## config.mk

```make
export PLATFORM = sky130hd
export DESIGN_NAME = dispatch_queue_flat
export DESIGN_NICKNAME = d
export VERILOG_FILES = /design/src/rtl/dispatch_queue_if.sv /design/src/rtl/dispatch_queue.sv /design/src/flat_wrapper.sv
export SDC_FILE = /design/constraint.sdc
export NUM_CORES = 1
export LEC_CHECK = 0
export ABC_AREA = 1
export BUFFER_PORTS_ARGS = -buffer_cell sky130_fd_sc_hd__buf_2
export CAP_MARGIN = 20
export CORE_ASPECT_RATIO = 0.8
export CORE_MARGIN = 2
export CORE_UTILIZATION = 35
export CTS_CLUSTER_DIAMETER = 120
export DETAILED_ROUTE_END_ITERATION = 10
export RECOVER_POWER = 25
export SETUP_SLACK_MARGIN = 0.05
export SLEW_MARGIN = 20
export SYNTH_ARGS = -nofsm -noshare
export SYNTH_HDL_FRONTEND = slang
export SYNTH_SLANG_ARGS = --single-unit
```

## constraint.sdc

```tcl
create_clock -name clk -period 9.5 [get_ports clk]
set_input_delay 0.475 -clock clk [delete_from_list [all_inputs] [get_ports clk]]
set_output_delay 0.475 -clock clk [all_outputs]
set_load 0.03 [all_outputs]
```

## src/rtl/dispatch_queue_if.sv

```systemverilog
// Issue-side handshake bundle for dispatch_queue: decoded micro-op input and FU issue ports.
// Member suffixes are from the queue's point of view (slave modport).
interface dispatch_queue_if #(
   parameter int unsigned DATA_W = 96,
   parameter int unsigned NUM_FU = 6,
   parameter int unsigned GRP_W  = 3
);
   logic              in_valid_i;
   logic              in_ready_o;
   logic [GRP_W-1:0]  in_grp_i;
   logic [DATA_W-1:0] in_payload_i;
   logic [NUM_FU-1:0] fu_valid_o;
   logic [NUM_FU-1:0] fu_ready_i;
   logic [DATA_W-1:0] fu_payload_o;

   modport slave (
      input  in_valid_i, in_grp_i, in_payload_i, fu_ready_i,
      output in_ready_o, fu_valid_o, fu_payload_o
   );

   modport master (
      output in_valid_i, in_grp_i, in_payload_i, fu_ready_i,
      input  in_ready_o, fu_valid_o, fu_payload_o
   );
endinterface

```

## src/rtl/dispatch_queue.sv

```systemverilog
// In-order micro-op dispatch queue with one-hot FU issue and illegal-group drop.
// Optional same-cycle bypass into an empty queue when DISPATCH_BYPASS_EN is defined.
module dispatch_queue #(
   parameter int unsigned DEPTH  = 4,
   parameter int unsigned DATA_W = 96,
   parameter int unsigned NUM_FU = 6,
   parameter int unsigned GRP_W  = 3
) (
   input  logic                     clk,
   input  logic                     rst,
   input  logic                     flush_i,
   dispatch_queue_if.slave          bus,
   output logic [$clog2(DEPTH):0]   count_o,
   output logic                     empty_o,
   output logic                     full_o,
   output logic                     illegal_grp_o,
   output logic [15:0]              stall_cnt_o
);

   localparam int unsigned AW = $clog2(DEPTH);

   logic [GRP_W-1:0]  grp_mem  [DEPTH];
   logic [DATA_W-1:0] data_mem [DEPTH];

   logic [AW-1:0] rptr_q, rptr_d, wptr_q, wptr_d;
   logic [AW:0]   cnt_q, cnt_d;
   logic [15:0]   stall_q, stall_d;

   logic [NUM_FU-1:0] head_oh;
   logic              head_legal, queue_issue, illegal_drop;
   logic              empty, full, push, pop, issue_fire, bypass;

   // Group g maps to bit g-1; anything outside 1..NUM_FU decodes to zero (illegal).
   function automatic logic [NUM_FU-1:0] grp_dec(input logic [GRP_W-1:0] g);
      logic [NUM_FU-1:0] dec;
      dec = '0;
      for (int unsigned i = 0; i < NUM_FU; i++) begin
         if (g == GRP_W'(i + 1)) dec[i] = 1'b1;
      end
      return dec;
   endfunction

   assign empty        = (cnt_q == '0);
   assign full         = (cnt_q == (AW+1)'(DEPTH));
   assign head_oh      = grp_dec(grp_mem[rptr_q]);
   assign head_legal   = |head_oh;
   assign queue_issue  = ~empty & ~flush_i & head_legal;
   assign illegal_drop = ~empty & ~flush_i & ~head_legal;

`ifdef DISPATCH_BYPASS_EN
   logic [NUM_FU-1:0] in_oh;
   assign in_oh  = grp_dec(bus.in_grp_i);
   assign bypass = ~rst & bus.in_valid_i & empty & ~flush_i & (|(in_oh & bus.fu_ready_i));
`else
   assign bypass = 1'b0;
`endif

   always_comb begin
      bus.fu_valid_o   = '0;
      bus.fu_payload_o = '0;
      if (queue_issue) begin
         bus.fu_valid_o   = head_oh;
         bus.fu_payload_o = data_mem[rptr_q];
      end
`ifdef DISPATCH_BYPASS_EN
      else if (bypass) begin
         bus.fu_valid_o   = in_oh;
         bus.fu_payload_o = bus.in_payload_i;
      end
`endif
   end

   assign issue_fire = |(bus.fu_valid_o & bus.fu_ready_i);
   assign pop        = (queue_issue & (|(head_oh & bus.fu_ready_i))) | illegal_drop;
   // A pop in a full cycle never frees a slot for the same-cycle push.
   assign push       = bus.in_valid_i & ~full & ~flush_i & ~bypass;

   always_comb begin
      rptr_d  = rptr_q;
      wptr_d  = wptr_q;
      cnt_d   = cnt_q;
      stall_d = stall_q;
      if (flush_i) begin
         rptr_d = '0;
         wptr_d = '0;
         cnt_d  = '0;
      end else begin
         if (push) wptr_d = wptr_q + 1'b1;
         if (pop)  rptr_d = rptr_q + 1'b1;
         unique case ({push, pop})
            2'b10:   cnt_d = cnt_q + 1'b1;
            2'b01:   cnt_d = cnt_q - 1'b1;
            default: cnt_d = cnt_q;
         endcase
      end
      if ((|bus.fu_valid_o) && !issue_fire && (stall_q != 16'hFFFF)) begin
         stall_d = stall_q + 16'd1;
      end
   end

   always_ff @(posedge clk or posedge rst) begin
      if (rst) begin
         rptr_q  <= '0;
         wptr_q  <= '0;
         cnt_q   <= '0;
         stall_q <= '0;
      end else begin
         rptr_q  <= rptr_d;
         wptr_q  <= wptr_d;
         cnt_q   <= cnt_d;
         stall_q <= stall_d;
      end
   end

   // Storage is unreset; occupancy gating keeps stale entries off the outputs.
   always_ff @(posedge clk) begin
      if (push) begin
         grp_mem[wptr_q]  <= bus.in_grp_i;
         data_mem[wptr_q] <= bus.in_payload_i;
      end
   end

   assign bus.in_ready_o = ~full;
   assign count_o        = cnt_q;
   assign empty_o        = empty;
   assign full_o         = full;
   assign illegal_grp_o  = illegal_drop;
   assign stall_cnt_o    = stall_q;

endmodule

```

## src/flat_wrapper.sv

```systemverilog
// flat-port wrapper written by rule: the top's interface ports become plain ports
module dispatch_queue_flat 
#(
   parameter int unsigned DEPTH  = 4,
   parameter int unsigned DATA_W = 96,
   parameter int unsigned NUM_FU = 6,
   parameter int unsigned GRP_W  = 3
)
  (clk, rst, flush_i, count_o, empty_o, full_o, illegal_grp_o, stall_cnt_o, bus_in_valid_i, bus_in_grp_i, bus_in_payload_i, bus_fu_ready_i, bus_in_ready_o, bus_fu_valid_o, bus_fu_payload_o);
  dispatch_queue_if #(.DATA_W(DATA_W), .NUM_FU(NUM_FU), .GRP_W(GRP_W)) bus_i ();
  input  logic clk;
  input  logic rst;
  input  logic flush_i;
  output logic [$clog2(DEPTH):0] count_o;
  output logic empty_o;
  output logic full_o;
  output logic illegal_grp_o;
  output logic [15:0] stall_cnt_o;
  input wire logic [$bits(bus_i.in_valid_i)-1:0] bus_in_valid_i;
  input wire logic [$bits(bus_i.in_grp_i)-1:0] bus_in_grp_i;
  input wire logic [$bits(bus_i.in_payload_i)-1:0] bus_in_payload_i;
  input wire logic [$bits(bus_i.fu_ready_i)-1:0] bus_fu_ready_i;
  output wire logic [$bits(bus_i.in_ready_o)-1:0] bus_in_ready_o;
  output wire logic [$bits(bus_i.fu_valid_o)-1:0] bus_fu_valid_o;
  output wire logic [$bits(bus_i.fu_payload_o)-1:0] bus_fu_payload_o;
  assign bus_i.in_valid_i = bus_in_valid_i;
  assign bus_i.in_grp_i = bus_in_grp_i;
  assign bus_i.in_payload_i = bus_in_payload_i;
  assign bus_i.fu_ready_i = bus_fu_ready_i;
  assign bus_in_ready_o = bus_i.in_ready_o;
  assign bus_fu_valid_o = bus_i.fu_valid_o;
  assign bus_fu_payload_o = bus_i.fu_payload_o;
  dispatch_queue #(.DEPTH(DEPTH), .DATA_W(DATA_W), .NUM_FU(NUM_FU), .GRP_W(GRP_W)) u_core (.clk(clk), .rst(rst), .flush_i(flush_i), .bus(bus_i), .count_o(count_o), .empty_o(empty_o), .full_o(full_o), .illegal_grp_o(illegal_grp_o), .stall_cnt_o(stall_cnt_o));
endmodule
```

Word-level counts from Yosys, hierarchy flattened
Memories as Yosys holds them, arrays and structs flattened.
Index checks and enable logic that the tools add are counted.
W data, S select, Z words.
- bits in registers: 23
- bits in latches: 0
- RAM bits: 396
- bits in read-only memories: 0
- bits of input ports: 109
- word-level logic and storage cells: 61
- memories kept: 2
- memories (name ; words ; bits a word ; rd ports ; clocked after Yosys merged registers in ; write ports ; RTL line ; RTL):
    u_core.data_mem ; 4 ; 96 ; 1 ; 0 ; 1 ; dispatch_queue.sv:23 ; logic [DATA_W-1:0] data_mem [DEPTH];
    u_core.grp_mem ; 4 ; 3 ; 1 ; 0 ; 1 ; dispatch_queue.sv:22 ; logic [GRP_W-1:0] grp_mem [DEPTH];
- add/sub/neg operators: 5
- multipliers: 0
- div/mod/pow operators: 0
- $lt $le $gt $ge: 0
- eq/ne operators: 10
- shift operators: 0
- mux-type cells: 16
- bitwise operators: 13
- reduce and logical (&&, ||, !) cells: 11
- operator list (operator ; number):
    $mux W96 ; 1
    $reduce_or A6 Y1 ; 4
    $add A16 B1 Y16 const B ; 1
    $ne A16 B16 Y1 const B ; 1
    $and A6 B6 Y6 ; 2
    $eq A3 B3 Y1 const B ; 4
    $mux W1 ; 8
    $mux W2 ; 4
    $and A1 B1 Y1 ; 6
    $eq A3 B2 Y1 const B ; 2
    $mux W6 ; 1
    $pmux W3 S2 ; 1
    $add A2 B1 Y2 const B ; 2
    $not A1 Y1 ; 4
    $reduce_bool A2 Y1 ; 2
    $add A3 B1 Y3 const B ; 1
    $eq A3 B1 Y1 const B ; 1
    $logic_not A3 Y1 ; 1
    $mux W3 ; 1
    $reduce_bool A3 Y1 ; 1
    $sub A3 B1 Y3 const B ; 1
    $eq A2 B1 Y1 const B ; 1
    $eq A2 B2 Y1 const B ; 1
    $logic_and A1 B1 Y1 ; 2
    other kinds (2) ; 2

Depth between registers and ports, before layout
Gate-level depths: netlist of run 1.
An unclocked memory read counts as a cell.
- depth in word-level cells: 11
- gate-level depth with buffers: 20
- gate-level depth less buffers: 19

Worst setup path before layout of run 1
OpenSTA, ideal clock, no wires.
- kind: reg-to-reg
- start point: register u_core.cnt_q[0] (netlist: u_core.count_o[0])
- end point: memory u_core.data_mem[0][0], enable pin
- arrival: 5483 ps
- slack: 3459 ps
- stages on the path, launching flop included: 7
- clock period less this slack: 6041 ps
- path through: dfrtp_1 inv_1 nand3_1 nand2_1 nor2_1 inv_1 nor2_1
- longest elaborated chain between the ends: 6
- RTL lines (what ; RTL line ; RTL):
    from (decl) ; dispatch_queue.sv:26 ; logic [AW:0] cnt_q, cnt_d;
    from (signal assigned) ; dispatch_queue.sv:110 ; cnt_q <= cnt_d;
    $eq A3 B3 Y1 ; dispatch_queue.sv:44 ; assign full = (cnt_q == (AW+1)'(DEPTH));
    $not A1 Y1 ; n/a ;
    net bus_in_ready_o ; flat_wrapper.sv:23 ; output wire logic [$bits(bus_i.in_ready_o)-1:0] bus_in_ready_o;
    $and A1 B1 Y1 (2 in a row) ; dispatch_queue.sv:76 ; assign push = bus.in_valid_i & ~full & ~flush_i & ~bypass;
    $mux W1 ; dispatch_queue.sv:117 ; if (push) begin
    $mux W1 (not written as such) ; dispatch_queue.sv:119 ; data_mem[wptr_q] <= bus.in_payload_i;
    to (decl) ; dispatch_queue.sv:23 ;
The timed path passes the listed nets, and every way through them passes these cells.

Worst setup path in the final report of run 1
- start point: register u_core.rptr_q[0]
- end point: output port bus_fu_payload_o[40]
- longest elaborated chain between the ends: 6
- elaborated cells on any way between the ends: 17
- those cells by class: eq/ne: 6; mux: 7; bitwise: 1; reduce/logical: 1; memory: 2
- RTL lines (what ; RTL line ; RTL):
    from (decl) ; dispatch_queue.sv:25 ; logic [AW-1:0] rptr_q, rptr_d, wptr_q, wptr_d;
    from (signal assigned) ; dispatch_queue.sv:108 ; rptr_q <= rptr_d;
    $mem_v2 Z4 W3 ; n/a ;
    $eq A3 B1 Y1, or another cell as far along ; dispatch_queue.sv:38 ; if (g == GRP_W'(i + 1)) dec[i] = 1'b1;
    $mux W1 ; dispatch_queue.sv:38 ;
    $reduce_or A6 Y1 ; dispatch_queue.sv:46 ; assign head_legal = |head_oh;
    $and A1 B1 Y1 ; dispatch_queue.sv:47 ; assign queue_issue = ~empty & ~flush_i & head_legal;
    $mux W96 * ; dispatch_queue.sv:61 ; if (queue_issue) begin
    to (decl) ; flat_wrapper.sv:25 ; output wire logic [$bits(bus_i.fu_payload_o)-1:0] bus_fu_payload_o;
Every way passes the cells marked *; elsewhere a longest branch is shown, timed or not.

==> results.sh, run 1 <==
export IMPL_yosysTopAreaCell="edfxtp_1"
export IMPL_cp_max_fo=104
export IMPL_grt_max_degree=105
export IMPL_clockBufferDepth=3
export IMPL_cp_end_kind="output port"
export IMPL_cap_violations=0
export IMPL_grt_pass1_vias=10800
export IMPL_ios=234
export IMPL_p_comb_frac=0.263
export IMPL_dp_hpwl_mm=23.6
export IMPL_areaGrowthSynthToFinish_pct=18.0
export IMPL_rows=71
export IMPL_worst_pin_slew_ns=1.07
export IMPL_violations="hold timing"
export IMPL_track_usage=0.163
export IMPL_wl_mm=41.6
export IMPL_postRouteAntennaNets=0
export IMPL_netlist_area_sq_um=16900
export IMPL_ys_types=30
export IMPL_dieArea_sq_um=50000
export IMPL_core_sq_um=47300
export IMPL_fmax_mhz=211
export IMPL_cts_root_buffer="clkbuf_16"
export IMPL_layout_nets=1727
export IMPL_hold_class="input port to async pin"
export IMPL_p_leak_nw=7.22
export IMPL_required_ns=9.03
export IMPL_power_internal_mw=3.38
export IMPL_power_switching_mw=1.80
export IMPL_setup_slack_ns=4.76
export IMPL_cts_sinks=419
export IMPL_die_width_um=250
export IMPL_seq_power_share=0.423
export IMPL_timing_final_crit_share=0.499
export IMPL_drtIter0Drc=1053
export IMPL_p_per_area_nw_per_um2=260
export IMPL_outcome="finished with violations"
export IMPL_path_clk_slew_ns=0.07
export IMPL_drc=0
export IMPL_antenna_found_initial=8
export IMPL_firstDrtPassIters=5
export IMPL_hold_viol_final=1
export IMPL_setup_viol_count_final=0
export IMPL_cts_resized=0
export IMPL_wire_per_inst_um=18.3
export IMPL_drive_above_1_share=0.166
export IMPL_sw_frac_of_total=0.347
export IMPL_avgSynthCellArea_sq_um=12.1
export IMPL_synthCells=1397
export IMPL_grt_overflow_total=0
export IMPL_cts_setup_buffers=0
export IMPL_start_util=0.357
export IMPL_ys_warn_count=0
export IMPL_cp_arrival_ns=4.26
export IMPL_routed_via_density=4.94
export IMPL_grt_pass1_wl_mm=63.4
export IMPL_gp_congestion=0.874
export IMPL_synth_seq_area_share=0.738
export IMPL_cts_tree="done"
export IMPL_p_clk_frac=0.313
export IMPL_die_h_um=200
export IMPL_vias=11200
export IMPL_power_mw=5.18
export IMPL_relSlewSlack=0.287
export IMPL_ys_seq_elements=419
export IMPL_io_buffers=233
export IMPL_period_needed_ns=4.74
export IMPL_skew_ns=0.0150
export IMPL_cts_hold_fix_buffers=0
export IMPL_crit_type="flip-flop to output port"
export IMPL_drv_slew=0
export IMPL_rsz0062_at_grt="false"
export IMPL_reg2reg_depth=10
export IMPL_critPathLaunchType="flip-flop"
export IMPL_pre_cts_slack_ns=5.27
export IMPL_n_fill_cell=4423
export IMPL_numCtsBuffers=44
export IMPL_clkLatencyLatePin_ns=0.56
export IMPL_synth_area_leaders="edfxtp_1, nor2_1, o21ai_0"
export IMPL_cts_max_level=2
export IMPL_ir_drop_mv=0.136
export IMPL_synth_nets=1512
export IMPL_hold_ws_ns=-0.000512
export IMPL_synth_top_area_frac=0.704
export IMPL_tns_ns=0
==> per-layer routing <==
layer,GRT usage,part of all wire
met4,0.0523,0.020
met3,0.0414,0.069
met1,0.227,0.46
met2,0.250,0.45
met5,0,0.0019
==> flip-flops by register name, summed over array words and instances (netlist names) <==
| signal | flops |
|---|---|
| u_core.data_mem | 384 |
| u_core.stall_cnt_o | 16 |
| u_core.grp_mem | 12 |
| u_core.count_o | 3 |
| u_core.rptr_q | 2 |
| u_core.wptr_q | 2 |
==> layout make-up <==
cell class	count	area (sq um)	area share
Sequential cell	419	12500	0.626
Timing Repair Buffer	249	1200	0.0604
Antenna cell	2	5.00	0.000251
Inverter	34	133	0.00666
Tap cell	620	776	0.0390
Clock buffer	51	1150	0.0577
Multi-Input combinational cell	864	3980	0.200
Clock inverter	29	200	0.0101
==> Yosys cell counts (all sizes together) <==
cell type / n
nand4: 7
nand2: 83
ha: 5
inv: 34
dfrtp: 23
nor3: 8
o21ai: 202
nand3: 33
nor4: 9
buf: 35
fa: 1
edfxtp: 396
clkbuf: 45
nand3b: 1
nor2: 403
xor2: 6
xnor2: 9
a21oi: 97
==> metrics by stage <==
| stage | instance area [sq um] | cells | util | hold slack [ns] |
|---|---|---|---|---|
| CTS | 20000 | 2266 | 0.422 | 0.0807 |
| global route | 19900 | 2266 | 0.421 | 0.0406 |
| global placement | 18600 | 2186 | 0.394 | 0.502 |
| detailed placement | 18600 | 2186 | 0.394 | 0.524 |
| floorplan | 16900 | 1397 | - | 0.477 |
| finish | 19900 | 2268 | 0.421 | -0.000512 |
==> placed cells by master, fill, tap and decap left out, types with 2 or more instances in the layout <==
cell type,synthesis,routed
nor2_1,401,397
edfxtp_1,396,396
o21ai_0,195,195
buf_2,9,166
a21oi_1,97,97
nand2_1,74,73
clkbuf_1,45,73
clkbuf_16,0,45
nand3_1,30,30
inv_1,30,29
dfrtp_1,23,21
buf_4,8,16
clkinv_1,0,15
xnor2_1,9,9
nor3_1,8,8
nor4_1,8,8
clkinv_2,0,8
nand4_1,7,7
nand2_2,7,7
xor2_1,6,6
o21ai_2,5,5
nor2_4,1,5
ha_1,5,5
nand3_2,3,3
nand2_4,2,3
clkinvlp_4,0,3
diode_2,0,2
inv_4,0,2
inv_2,4,2
o21ai_1,2,2
bufinv_16,0,2
dfrtp_4,0,2
==> worst max-delay path, cell delays in order, from the launching register on <==
cell and delay [ns]:
dfrtp_4 0.63, inv_4 0.67, nand2_1 0.19, nand3_2 0.14
nand2_4 0.09, nor2_1 0.15, nand2_1 0.08, o21ai_2 0.11
inv_2 0.08, nand2_4 0.48, buf_4 0.63, a21oi_1 0.10
buf_2 0.21
==> power groups by stage <==
stage	Clock [mW]	Sequential [mW]	Combinational, mW
floorplan	0	2.26	0.946
global placement	0	2.23	1.37
detailed placement	0	2.23	1.38
CTS	1.66	2.19	1.39
global route	1.72	2.20	1.50
finish	1.62	2.19	1.36
==> final timing paths <==
| check | slack [ns] | to | from |
|---|---|---|---|
| max | 4.76 | bus_fu_payload_o[40] | u_core.rptr_q[0] |
| max in group asynchronous | 9.00 | u_core.rptr_q[1] | rst |
| min | -0.0005 | u_core.rptr_q[0] | rst |
| min in group clk | 0.14 | u_core.data_mem[3][23] | bus_in_payload_i[23] |
| max reg2reg | 5.82 | u_core.stall_cnt_o[13] | u_core.rptr_q[0] |
| min reg2reg | 0.54 | u_core.stall_cnt_o[6] | u_core.stall_cnt_o[6] |
==> logic make-up (layout without fill, tap and decap cells) <==
family,after synthesis,after routing,share of synthesized area
compound gates,299,299,0.0898
xor+xnor,15,15,0.00778
fa+ha+maj,6,6,0.00489
buf+inv,114,363,0.0282
flops,419,419,0.738
other cells,0,2,0
simple gates,544,544,0.131
Power figures use the tool's default switching activity.
==> run 2: changes to the inputs <==
Settings changed: ABC_AREA 1 to 0.
Clock period 9.5 ns to 4.05 ns, I/O delays scaled along.
==> results.sh, run 2 <==
export IMPL_outcome="finished clean"
export IMPL_cp_max_fo=66
export IMPL_routed_via_density=4.94
export IMPL_cts_max_level=2
export IMPL_synth_top_family_by_area="multiplexers"
export IMPL_die_h_um=198
export IMPL_die_width_um=246
export IMPL_ys_types=43
export IMPL_drv_slew=0
export IMPL_setup_viol_count_final=0
export IMPL_drtIter0Drc=578
export IMPL_dieArea_sq_um=48600
export IMPL_top_register="u_core.data_mem"
export IMPL_ys_warn_count=0
export IMPL_power_switching_mw=3.70
export IMPL_sw_frac_of_total=0.307
export IMPL_cp_arrival_ns=3.19
export IMPL_firstDrtPassIters=5
export IMPL_synth_seq_area_share=0.760
export IMPL_grt_pass1_vias=9415
export IMPL_p_per_area_nw_per_um2=584
export IMPL_track_usage=0.151
export IMPL_wl_mm=36.7
export IMPL_async_flop_share=0.0549
export IMPL_power_internal_mw=8.33
export IMPL_synth_edf_count=396
export IMPL_ys_seq_elements=419
export IMPL_seq_power_share=0.427
export IMPL_drc=0
export IMPL_final_seq_area_sq_um=12500
export IMPL_postRouteAntennaNets=0
export IMPL_hold_class="input port to flip-flop"
export IMPL_grt_max_degree=66
export IMPL_cts_tree="done"
export IMPL_clkLatencyLatePin_ns=0.56
export IMPL_areaGrowthSynthToFinish_pct=25.6
export IMPL_synth_xor_area_frac=0.00855
export IMPL_gp_congestion=0.740
export IMPL_netlist_area_sq_um=16400
export IMPL_final_cell_mix="edfxtp_1, buf_2, and3_1"
export IMPL_cp_end_kind="output port"
export IMPL_synth_fa_ha_area_frac=0.00504
export IMPL_vias=8812
export IMPL_crit_type="flip-flop to output port"
export IMPL_n_fill_cell=4042
export IMPL_antenna_found_initial=2
export IMPL_cts_sinks=419
export IMPL_worst_pin_slew_ns=0.971
export IMPL_power_mw=12.0
export IMPL_numCtsBuffers=43
export IMPL_largest_reg_flops=384
export IMPL_synth_top_area_frac=0.725
export IMPL_synth_most_common_cell="edfxtp_1"
export IMPL_rows=70
export IMPL_rsz0062_at_grt="false"
export IMPL_cts_resized=0
export IMPL_placed_area_sq_um=18300
export IMPL_timing_final_crit_share=0.838
export IMPL_grt_pass1_wl_mm=55.7
export IMPL_io_buffers=233
export IMPL_yosysTopAreaCell="edfxtp_1"
export IMPL_start_util=0.357
export IMPL_synth_ff_type="edfxtp_1"
export IMPL_synthMuxAreaShare=0.143
export IMPL_final_common_cell="edfxtp_1"
export IMPL_fmax_mhz=295
export IMPL_ios=234
export IMPL_drive_above_1_share=0.304
export IMPL_skew_ns=0.0167
export IMPL_ir_drop_mv=0.384
export IMPL_period_needed_ns=3.40
export IMPL_clockBufferDepth=3
export IMPL_synth_area_leaders="edfxtp_1, mux4_2, and3_1"
export IMPL_cts_root_buffer="clkbuf_16"
export IMPL_grt_overflow_total=0
export IMPL_wire_per_inst_um=20.5
export IMPL_path_clk_slew_ns=0.06
export IMPL_core_sq_um=46000
export IMPL_p_clk_frac=0.308
export IMPL_required_ns=3.85
export IMPL_tns_ns=0
export IMPL_relSlewSlack=0.352
export IMPL_multiInputGateArea_sq_um=3720
export IMPL_layout_nets=1256
export IMPL_avgSynthCellArea_sq_um=20.7
export IMPL_synth_nets=906
export IMPL_p_comb_frac=0.265
export IMPL_synthCells=791
export IMPL_p_leak_nw=7.42
export IMPL_hold_viol_final=0
export IMPL_final_area_sq_um=20600
export IMPL_dp_hpwl_mm=21.2
export IMPL_ys_top_cells_by_count="edfxtp_1, and3_1, mux4_2"
export IMPL_cap_violations=0
export IMPL_synth_compound_area_frac=0.00702
export IMPL_synth_simple_gate_area_frac=0.0620
export IMPL_critPathLaunchType="flip-flop"
-- run 2: changes by cell type in the layout (fill, tap and decap cells not counted), moves of 23 or more --
| cell | previous run | this run |
|---|---|---|
| nor2_1 | 397 | 16 |
| dlygate4sd3_1 | 0 | 103 |
| nand2_1 | 73 | 8 |
| o21ai_0 | 195 | 1 |
| and3_1 | 0 | 106 |
| nand3_1 | 30 | 7 |
| mux4_2 | 0 | 100 |
| a21oi_1 | 97 | 5 |
-- run 2: kinds of logic (layout without fill, tap and decap cells) --
| kind of cell | Yosys count | in the layout |
|---|---|---|
| XOR/XNOR | 16 | 16 |
| multiplexers | 108 | 108 |
| other | 0 | 2 |
| flip-flops | 419 | 419 |
| AO/OA/AOI/OAI | 15 | 15 |
| AND/OR/NAND/NOR | 170 | 170 |
| buffers and inverters | 57 | 437 |
| adder cells (fa/ha/maj) | 6 | 6 |
-- run 2: power by group through the flow --
stage	Combinational, mW	Clock (mW)	Sequential (mW)
2_1_floorplan	2.16	0	5.26
4_1_cts	3.26	3.82	5.13
3_5_place_dp	3.17	0	5.22
6_report	3.19	3.71	5.13
5_1_grt	3.43	3.99	5.15
3_3_place_gp	3.15	0	5.21
-- run 2: path summary, 6_finish.rpt --
check	from	to	slack, ns	cells after the start
worst min register to register	u_core.stall_cnt_o[10]	u_core.stall_cnt_o[10]	0.49	1
max in group asynchronous	rst	u_core.rptr_q[0]	2.93	3
worst max register to register	u_core.rptr_q[0]	u_core.count_o[2]	0.74	10
worst min-delay path	bus_fu_ready_i[5]	u_core.rptr_q[0]	0.27	5
worst max-delay path	u_core.count_o[0]	bus_fu_payload_o[66]	0.65	5
min in group asynchronous	rst	u_core.count_o[1]	0.43	3
-- run 2: stage by stage --
stage / instances / hold slack (ns) / setup slack [ns] / util
global placement: 1605 / 0.416 / 0.721 / 0.399
floorplan: 791 / 0.204 / 0.638 / -
detailed placement: 1605 / 0.418 / 0.691 / 0.399
global route: 1784 / 0.295 / 0.364 / 0.448
CTS: 1783 / 0.231 / 0.568 / 0.450
finish: 1785 / 0.271 / 0.655 / 0.448
-- run 2: layer usage --
layer / global-route usage / vias up / part of all wire / wire length (um)
met4: 0.0453 / 0 / 0.019 / 699
met3: 0.0353 / 55 / 0.067 / 2470
li1: - / 3961 / - / -
met5: 0 / - / 0 / 0
met2: 0.239 / 245 / 0.47 / 17400
met1: 0.207 / 4551 / 0.44 / 16100
-- run 2: layout make-up --
type | instances | area share
multi-input combinational | 315 | 0.181
timing repair buffer | 353 | 0.111
antenna | 2 | 0.000243
tap | 612 | 0.0372
sequential | 419 | 0.606
inverter | 9 | 0.00164
clock inverter | 22 | 0.00820
clock buffer | 53 | 0.0551
-- run 2: worst max-delay path, cell delays in order (launching register included) --
cell     delay, ns
dfrtp_1       0.46
nor3_1        0.16
nor2_4        0.67
buf_4         0.75
and3_1        0.33
buf_2         0.22
-- run 2: timing repair --
item,in CTS,in global routing
setup endpoints to repair,0,0
hold endpoints to repair,422,0
hold buffers,103,0
buffers inserted,0,0
==> run 3: changes to the inputs <==
Settings changed: ABC_AREA 0 to 1.
Clock period 4.05 ns to 2.9 ns, I/O delays scaled along.
==> results.sh, run 3 (synthesized netlist as in run 1, its figures left out) <==
export IMPL_io_buffers=233
export IMPL_gp_congestion=0.833
export IMPL_die_width_um=250
export IMPL_cp_arrival_ns=2.61
export IMPL_die_h_um=200
export IMPL_grt_overflow_total=0
export IMPL_wl_mm=44.4
export IMPL_layout_nets=1861
export IMPL_tns_ns=0
export IMPL_skew_ns=0.0202
export IMPL_final_seq_area_sq_um=12500
export IMPL_clockBufferDepth=3
export IMPL_r2r_end="u_core.count_o[2]"
export IMPL_hold_ws_ns=0.0802
export IMPL_reg2reg_depth=18
export IMPL_wire_per_inst_um=18.5
export IMPL_clkLatencyLatePin_ns=0.56
export IMPL_numCtsBuffers=43
export IMPL_track_usage=0.171
export IMPL_critPathLaunchType="flip-flop"
export IMPL_ios=234
export IMPL_period_needed_ns=2.76
export IMPL_rsz0062_at_grt="false"
export IMPL_final_cell_mix="edfxtp_1, nor2_1, o21ai_0"
export IMPL_cp_end_kind="output port"
export IMPL_dp_hpwl_mm=24.5
export IMPL_cts_max_level=2
export IMPL_final_common_cell="edfxtp_1"
export IMPL_crit_type="flip-flop to output port"
export IMPL_antenna_found_initial=7
export IMPL_cp_max_fo=7
export IMPL_core_sq_um=47300
export IMPL_required_ns=2.76
export IMPL_drive_above_1_share=0.179
export IMPL_hold_viol_final=0
export IMPL_ir_drop_mv=0.483
export IMPL_grt_pass1_vias=11700
export IMPL_cap_violations=0
export IMPL_r2r_slack_ns=0.17
export IMPL_drv_slew=0
export IMPL_setup_viol_count_final=0
export IMPL_dieArea_sq_um=50000
export IMPL_multiInputGateArea_sq_um=4080
export IMPL_start_util=0.357
export IMPL_drtIter0Drc=758
export IMPL_cts_root_buffer="clkbuf_16"
export IMPL_postRouteAntennaNets=0
export IMPL_n_fill_cell=4325
export IMPL_p_leak_nw=7.91
export IMPL_reg2reg_from="u_core.rptr_q[1]"
export IMPL_path_clk_slew_ns=0.06
export IMPL_grt_max_degree=101
export IMPL_rows=71
export IMPL_relSlewSlack=0.513
export IMPL_outcome="finished clean"
export IMPL_largest_reg_flops=384
export IMPL_grt_pass1_wl_mm=66.9
export IMPL_vias=11700
export IMPL_cts_sinks=419
export IMPL_fmax_mhz=363
export IMPL_worst_pin_slew_ns=0.724
export IMPL_p_per_area_nw_per_um2=825
export IMPL_areaGrowthSynthToFinish_pct=27.8
export IMPL_timing_final_crit_share=0.951
export IMPL_top_register="u_core.data_mem"
export IMPL_cts_tree="done"
export IMPL_hold_class="input port to async pin"
export IMPL_firstDrtPassIters=5
export IMPL_drc=0
export IMPL_routed_via_density=4.89
run 3: cell types whose count changed in the layout (fill, tap and decap cells not counted), moves of 63 or more:
| cell | change |
|---|---|
| a21oi_1 | +91 |
| nor2_1 | +379 |
| mux4_2 | -100 |
| nand2_1 | +63 |
| and3_1 | -106 |
| o21ai_0 | +194 |
run 3: repair_timing:
action	4_1_cts	5_1_grt
hold buffers	102	0
setup buffers	1	5
gates resized for setup	4	33
setup endpoints to repair	85	95
pin swaps	1	5
cloned	1	9
endpoints found under the hold margin	424	0
run 3: how the worst max path moves through the flow:
stage	from	end	slack [ns]	cells after the start
global route	u_core.rptr_q[0]	bus_fu_payload_o[61]	0.02	12
floorplan	u_core.count_o[0]	u_core.data_mem[0][0]	0.02	6
detailed placement	u_core.rptr_q[0]	u_core.count_o[2]	0.32	19
CTS	u_core.rptr_q[0]	bus_fu_payload_o[63]	0.02	12
finish	u_core.rptr_q[0]	bus_fu_payload_o[61]	0.14	11
global placement	u_core.rptr_q[0]	u_core.count_o[2]	0.39	19
run 3: layer usage:
layer,GRT usage,vias up,part of all wire
met1,0.231,5634,0.44
met4,0.0514,2,0.023
met3,0.0414,75,0.078
li1,-,5628,-
met2,0.276,397,0.46
met5,0,-,0.00029
run 3: cell type report:
| type | count | share of cell area |
|---|---|---|
| sequential | 419 | 0.578 |
| multi-input combinational | 867 | 0.189 |
| tap | 620 | 0.0359 |
| clock inverter | 17 | 0.00580 |
| clock buffer | 60 | 0.0562 |
| antenna | 3 | 0.000348 |
| timing repair buffer | 381 | 0.128 |
| inverter | 34 | 0.00673 |
run 3: power breakdown:
part	leakage, nW	internal, mW	total [mW]	switching [mW]
Clock	0.638	3.01	5.27	2.26
Sequential	3.90	6.99	7.16	0.176
Combinational	3.37	1.61	5.38	3.76
Total	7.91	11.6	17.8	6.20
run 3: critical path, cell delays in order (launching register included):
cell       delay [ns]
dfrtp_4          0.54
buf_4            0.19
nand2_1          0.08
nand3_2          0.12
nand2_4          0.12
nand2_1          0.11
o21ai_4          0.10
clkinv_4         0.16
nand2_8          0.17
clkbuf_16        0.19
a21oi_1          0.05
clkbuf_4         0.20
run 3: per-stage QoR:
| step | setup slack (ns) | total power [mW] | cells | instance area (sq um) | util |
|---|---|---|---|---|---|
| CTS | 0.0231 | 17.6 | 2383 | 21300 | 0.451 |
| global route | 0.0203 | 18.7 | 2400 | 21600 | 0.456 |
| global placement | 0.393 | 12.0 | 2202 | 18900 | 0.400 |
| floorplan | 0.0226 | 10.5 | 1397 | 16900 | - |
| detailed placement | 0.321 | 12.1 | 2202 | 18900 | 0.400 |
| finish | 0.142 | 17.8 | 2401 | 21600 | 0.456 |
